### src/rtl/fetch_pkg.sv
// Shared types and constants for the instruction-fetch stage.
package fetch_pkg;

  localparam int unsigned XLEN        = 32;
  localparam int unsigned INSTR_BYTES = 4;

  typedef struct packed {
    logic [XLEN-1:0] pc;
    logic [XLEN-1:0] instr;
  } fetch_entry_t;

  typedef enum logic [1:0] {
    RESET,
    RUN,
    DRAIN
  } fetch_state_e;

  // Clear the byte-offset bits so an address points at an instruction word.
  function automatic logic [XLEN-1:0] word_align(input logic [XLEN-1:0] addr);
    return addr & ~XLEN'(INSTR_BYTES - 1);
  endfunction

endpackage

### src/rtl/fetch_queue.sv
// Small synchronous FIFO of fetched {pc, instr} entries; flush wins over push/pop.
module fetch_queue
  import fetch_pkg::*;
#(
  parameter int unsigned DEPTH = 2
) (
  input  logic                         clk,
  input  logic                         reset,
  input  logic                         push,
  input  fetch_entry_t                 push_data,
  input  logic                         pop,
  input  logic                         flush,
  output fetch_entry_t                 head,
  output logic [$clog2(DEPTH+1)-1:0]   count,
  output logic                         empty,
  output logic                         full
);

  localparam int unsigned PTR_W = $clog2(DEPTH);
  localparam int unsigned CNT_W = $clog2(DEPTH + 1);

  fetch_entry_t     mem [DEPTH];
  logic [PTR_W-1:0] rd_ptr;
  logic [PTR_W-1:0] wr_ptr;
  logic             do_pop;

  assign do_pop = pop & ~empty;

  // Pop-before-push ordering makes push+pop legal even when full.
  always_ff @(posedge clk or posedge reset) begin
    if (reset) begin
      rd_ptr <= '0;
      wr_ptr <= '0;
      count  <= '0;
      for (int i = 0; i < int'(DEPTH); i++) mem[i] <= '0;
    end else if (flush) begin
      rd_ptr <= '0;
      wr_ptr <= '0;
      count  <= '0;
    end else begin
      if (push) begin
        mem[wr_ptr] <= push_data;
        wr_ptr      <= wr_ptr + 1'b1;
      end
      if (do_pop) rd_ptr <= rd_ptr + 1'b1;
      count <= count + CNT_W'(push) - CNT_W'(do_pop);
    end
  end

  assign head  = mem[rd_ptr];
  assign empty = (count == '0);
  assign full  = (count == CNT_W'(DEPTH));

endmodule

### src/rtl/fetch_unit.sv
// Instruction fetch: PC, credit-limited imem requests, stale-response dropping
// after redirect, and a small queue feeding the decoder.
module fetch_unit
  import fetch_pkg::*;
#(
  parameter logic [31:0] RESET_PC = 32'h0000_0000,
  parameter int unsigned DEPTH    = 2
) (
  input  logic        clk,
  input  logic        reset,
  output logic        imem_req_valid,
  input  logic        imem_req_ready,
  output logic [31:0] imem_req_addr,
  input  logic        imem_resp_valid,
  input  logic [31:0] imem_resp_data,
  output logic        instr_valid,
  input  logic        instr_ready,
  output logic [31:0] instr,
  output logic [31:0] instr_pc,
  input  logic        redirect_valid,
  input  logic [31:0] redirect_pc
);

  localparam int unsigned CNT_W = $clog2(DEPTH + 1);
  localparam int unsigned SUM_W = CNT_W + 1;
  localparam logic [XLEN-1:0] PC_STEP = XLEN'(INSTR_BYTES);

  fetch_state_e     state;
  fetch_state_e     state_next;
  logic [XLEN-1:0]  fetch_pc;
  logic [XLEN-1:0]  resp_pc;
  logic [CNT_W-1:0] outstanding;
  logic [CNT_W-1:0] outstanding_next;
  logic [CNT_W-1:0] drop_cnt;
  logic [CNT_W-1:0] drop_cnt_next;
  logic [CNT_W-1:0] q_count;
  logic             req_fire;
  logic             resp_drop;
  logic             resp_push;
  logic             q_pop;
  logic             q_empty;
  logic             q_full;
  fetch_entry_t     q_head;
  fetch_entry_t     q_entry;

  // Requests are credited against both in-flight and buffered work.
  assign imem_req_valid = (state != RESET) && !redirect_valid &&
                          ((SUM_W'(outstanding) + SUM_W'(q_count)) < SUM_W'(DEPTH));
  assign imem_req_addr  = word_align(fetch_pc);
  assign req_fire       = imem_req_valid & imem_req_ready;
  assign resp_drop      = imem_resp_valid & (drop_cnt != '0);
  assign resp_push      = imem_resp_valid & ~resp_drop;
  assign q_pop          = instr_valid & instr_ready;
  assign q_entry        = '{pc: resp_pc, instr: imem_resp_data};

  assign instr_valid = ~q_empty;
  assign instr       = q_head.instr;
  assign instr_pc    = q_head.pc;

  // Everything in flight after a redirect is stale and must be discarded.
  always_comb begin
    outstanding_next = outstanding + CNT_W'(req_fire) - CNT_W'(imem_resp_valid);
    drop_cnt_next    = drop_cnt;
    state_next       = state;
    if (redirect_valid)  drop_cnt_next = outstanding_next;
    else if (resp_drop)  drop_cnt_next = drop_cnt - 1'b1;
    unique case (state)
      RESET:   state_next = RUN;
      RUN:     if (redirect_valid && (drop_cnt_next != '0)) state_next = DRAIN;
      DRAIN:   if (drop_cnt_next == '0) state_next = RUN;
      default: state_next = RESET;
    endcase
  end

  always_ff @(posedge clk or posedge reset) begin
    if (reset) begin
      state       <= RESET;
      fetch_pc    <= RESET_PC;
      resp_pc     <= RESET_PC;
      outstanding <= '0;
      drop_cnt    <= '0;
    end else begin
      state       <= state_next;
      outstanding <= outstanding_next;
      drop_cnt    <= drop_cnt_next;
      if (redirect_valid) begin
        fetch_pc <= word_align(redirect_pc);
        resp_pc  <= word_align(redirect_pc);
      end else begin
        if (req_fire)  fetch_pc <= fetch_pc + PC_STEP;
        if (resp_push) resp_pc  <= resp_pc + PC_STEP;
      end
    end
  end

  fetch_queue #(
    .DEPTH(DEPTH)
  ) u_queue (
    .clk      (clk),
    .reset    (reset),
    .push     (resp_push & (~q_full | q_pop)),
    .push_data(q_entry),
    .pop      (q_pop),
    .flush    (redirect_valid),
    .head     (q_head),
    .count    (q_count),
    .empty    (q_empty),
    .full     (q_full)
  );

endmodule
### config.mk
export PLATFORM = sky130hd
export DESIGN_NAME = fetch_unit
export DESIGN_NICKNAME = d
export VERILOG_FILES = /design/src/rtl/fetch_pkg.sv /design/src/rtl/fetch_queue.sv /design/src/rtl/fetch_unit.sv
export SDC_FILE = /design/constraint.sdc
export NUM_CORES = 1
export LEC_CHECK = 0
export BUFFER_PORTS_ARGS = -buffer_cell sky130_fd_sc_hd__buf_2
export CAP_MARGIN = 20
export CORE_ASPECT_RATIO = 0.9
export CORE_MARGIN = 2
export CORE_UTILIZATION = 46
export CTS_BUF_LIST = sky130_fd_sc_hd__clkbuf_2 sky130_fd_sc_hd__clkbuf_4 sky130_fd_sc_hd__clkbuf_8
export CTS_CLUSTER_SIZE = 10
export DETAILED_ROUTE_END_ITERATION = 7
export PLACE_DENSITY = 0.78
export SLEW_MARGIN = 0
export SYNTH_ARGS = -nofsm -noshare
export SYNTH_HDL_FRONTEND = slang
export SYNTH_SLANG_ARGS = --single-unit
### constraint.sdc
create_clock -name clk -period 8.1 [get_ports clk]
set_clock_uncertainty 0.15 [all_clocks]
set_input_delay 0.81 -clock clk [delete_from_list [all_inputs] [get_ports clk]]
set_output_delay 0.81 -clock clk [all_outputs]
set_load 0.01 [all_outputs]
==> flow_metrics.py <==
metrics = {
    "synth": {
        "synth_edf_count": 0,
        "synth_seq_area_share_pct": 52.69,
        "ys.flop_type": "dfrtp_1",
        "synth_area_per_cell_um2": 12.33,
        "ys_ff_latch": 194,
        "netlist_area_um2": 9214,
        "async_reset_ff_share_pct": 100.0,
        "yosysTopAreaCell": "dfrtp_1",
        "netlist_instances": 747,
        "ys_types": 53,
        "yosysTopAreaCellShare_pct": 52.69,
        "ys_warn_count": 0,
        "ys_top_cells_by_area": "dfrtp_1 (53%), mux2_2 (23%), nand2_1 (2.5%)",
    },
    "timing": {
        "rsz0062_at_grt": "false",
        "max_slew_margin_pct": 40.75,
        "fin_setup_tns_ns": 0,
        "max_freq_mhz": 257.3,
        "max_slew.worst_pin.slew_ns": 0.8888,
        "setup_viol": 0,
        "final-hold-violation-count": 0,
        "min_period_over_period_pct": 47.98,
        "period_minus_slack_ns": 3.886,
        "drv_slew": 0,
    },
    "place": {
        "io_buffers": 161,
        "place_hpwl_um": 14160,
        "post_dp_cell_area_um2": 10210,
        "gp_congestion": 0.8638,
        "dp.cells": 1134,
    },
    "global_routing": {
        "grt_pass1_wl_um": 33980,
        "grt_pass1_vias": 6491,
        "antenna_found_initial": 0,
        "grt_usage_pct": 20.05,
        "grt_overflow": 0,
        "grt_max_degree": 136,
    },
    "worst_hold_path": {
        "holdCritPathClass": "flop to flop",
    },
    "cells_and_area": {
        "stdcell_area_um2": 10610,
        "layoutNonFillerInstCount": 1166,
        "drive_gt1_share_pct": 44.68,
        "area_growth_pct": 15.18,
        "fin_util_pct": 53.59,
        "nets": 976,
        "diodes": 0,
    },
    "power": {
        "combinationalPowerShare_pct": 36.3,
        "p_leak_nw": 4.776,
        "peakVddDrop_mv": 0.1425,
        "pwr-share-seq_pct": 44.8,
        "switchingPower_w": 0.001104,
        "switching_share_pct": 32.87,
        "cellPowerDensity_nw_per_um2": 316.4,
        "p_clk_share_pct": 18.9,
        "internal_power_w": 0.002254,
    },
    "setup_path": {
        "cp_cell_sequence": "and2_1 -> fa_1 -> or3b_1 -> nor3_1 -> inv_1 -> ha_1 -> inv_1 -> ha_1 -> xnor2_1 -> xnor2_1 -> mux2_2 -> or2_2 -> a21boi_0",
        "rr_worst_depth": 13,
        "crit_slowest_cell": "or3b_1",
        "critPathArrivalTime_ns": 4.08,
        "endpoint_kind": "flop",
        "crit_fanout": 16,
        "cp-startpoint": "outstanding[0]",
        "regToRegStartpoint": "outstanding[0]",
        "crit_type": "flop to flop",
        "worstPathRequired_ns": 8.29,
        "r2r_end": "state[1]",
        "cp-start-kind": "flop",
        "slowest_delay_ns": 0.49,
        "r2r_slack_ns": 4.21,
        "crit_end": "state[1]",
    },
    "cts": {
        "cts_resized": 0,
        "h-tree-depth": 4,
        "clk_path_buf_depth": 2,
        "hold_buffers": 0,
        "root_buffer": "clkbuf_8",
        "clock_latency_ns": 0.46,
        "tritoncts": "built",
        "clk_pin_slew_ns": 0.10,
        "cts_made_buffers": 17,
        "clock_sinks": 194,
        "post_cts_buffers": 0,
    },
    "floorplan": {
        "dieHeight_um": 138.3,
        "core_um2": 19800,
        "rows": 49,
        "initial_core_util_pct": 46.53,
        "dieArea_um2": 21180,
        "pin_count": 168,
        "die_w_um": 153.2,
    },
    "run_status": {
        "outcome": "finished, final reports clean",
    },
    "detailed_routing": {
        "drt_iter0_markers": 339,
        "routed-via-count": 6492,
        "antenna_left": 0,
        "drt_wl_total_um": 20620,
        "wl_per_cell_um": 17.69,
        "first_pass_iters": 5,
        "drc_errors": 0,
        "viasPerCell": 5.568,
    },
    "flow_run": {
        "maxCapViolCount": 0,
    },
}
==> per-layer routing <==
metal	track usage, %	vias to the layer above	share of wire, %
li1	-	3016	-
met1	29.25	3253	48
met2	30.33	204	45
met3	4.169	19	6.2
met4	6.189	0	1.3
met5	0	-	0
==> kinds of logic after synthesis <==
kind of cell | count (synthesis) | synth area share [%]
fa+ha+maj | 8 | 1.168
mux | 190 | 23.19
buf+inv | 53 | 2.892
flops | 194 | 52.69
xor+xnor | 37 | 3.517
compound gates | 86 | 6.247
simple gates | 178 | 10.25
other cells | 1 | 0.04070
==> worst max-delay path, delay by kind of cell (launching register included) <==
kind / cells / cell delay, ns
AOI/OAI and AO/OA: 1 / 0.12
adders and majority gates: 3 / 1.03
muxes: 1 / 0.28
and+or+nand+nor: 4 / 1.18
DFF: 1 / 0.39
xor gates and xnor gates: 2 / 0.28
buffers and inverters: 2 / 0.32
==> cell type report <==
class | count | area [µm²]
multi-input combinational | 503 | 4114
clock buffer | 20 | 275.3
inverter | 14 | 60.06
tap | 255 | 319.1
fill | 1733 | 9190
clock inverter | 12 | 130.1
sequential | 194 | 4856
timing repair buffer | 168 | 858.3
==> power groups by stage <==
| stage | registers [W] | logic, W | clock network (W) |
|---|---|---|---|
| after CTS | 0.00150 | 0.00124 | 0.000651 |
| after floorplan | 0.00146 | 0.000860 | 0 |
| final | 0.00151 | 0.00122 | 0.000634 |
| after global routing | 0.00156 | 0.00134 | 0.000686 |
| after detailed placement | 0.00152 | 0.00123 | 0 |
| after global placement | 0.00150 | 0.00120 | 0 |
==> through the flow <==
stage | total power (W) | setup slack (ns) | hold slack, ns
2_1_floorplan | 0.002324 | 1.856 | 0.3250
3_3_place_gp | 0.002698 | 4.288 | 0.3337
3_5_place_dp | 0.002752 | 4.229 | 0.3403
4_1_cts | 0.003391 | 4.198 | 0.3615
5_1_grt | 0.003577 | 3.944 | 0.3711
6_report | 0.003358 | 4.214 | 0.3576
==> placed cells by master (no fill, tap or decap), types with 3 or more instances in the layout <==
cell type / instances
dfrtp_1: 193
mux2_2: 188
buf_2: 161
nand2_1: 62
o21ai_0: 30
nand3_1: 28
nand4_1: 20
clkbuf_8: 20
xnor2_1: 19
o211ai_1: 19
nor2_1: 18
xor2_1: 18
o311ai_0: 17
inv_1: 13
o21ai_1: 7
ha_1: 7
buf_4: 7
nor4_1: 5
clkinvlp_4: 5
nor3_1: 4
and3_1: 4
nand2b_1: 4
a31oi_1: 4
conb_1: 4
nor3_2: 3
and4_1: 3
and2_1: 3
or3_1: 3
or2_2: 3
clkinv_2: 3
==> cells in the mapped netlist (17+ instances only) <==
cell	count
o21ai_0	30
nand3_1	28
mux2_2	188
nor2_1	18
xnor2_1	19
xor2_1	18
o211ai_1	19
o311ai_0	17
dfrtp_1	194
nand4_1	20
nand2_1	62
==> worst min path at each step <==
stage / startpoint / to / slack [ns] / cells after the start
after floorplan: u_queue.mem[0] / u_queue.mem[0] / 0.32 / 1
after global placement: u_queue.mem[48] / u_queue.mem[48] / 0.33 / 1
after detailed placement: u_queue.mem[55] / u_queue.mem[55] / 0.34 / 1
after CTS: u_queue.mem[4] / u_queue.mem[4] / 0.36 / 1
after global routing: u_queue.mem[21] / u_queue.mem[21] / 0.37 / 1
final: u_queue.mem[66] / u_queue.mem[66] / 0.36 / 1
==> registers in the layout (all words and copies together), names as in the netlist <==
name / flops
drop_cnt: 2
fetch_pc: 30
outstanding: 2
resp_pc: 30
state: 2
u_queue.count: 2
u_queue.mem: 124
u_queue.rd_ptr: 1
u_queue.wr_ptr: 1
Note: power is estimated with default switching activity, not from simulation.
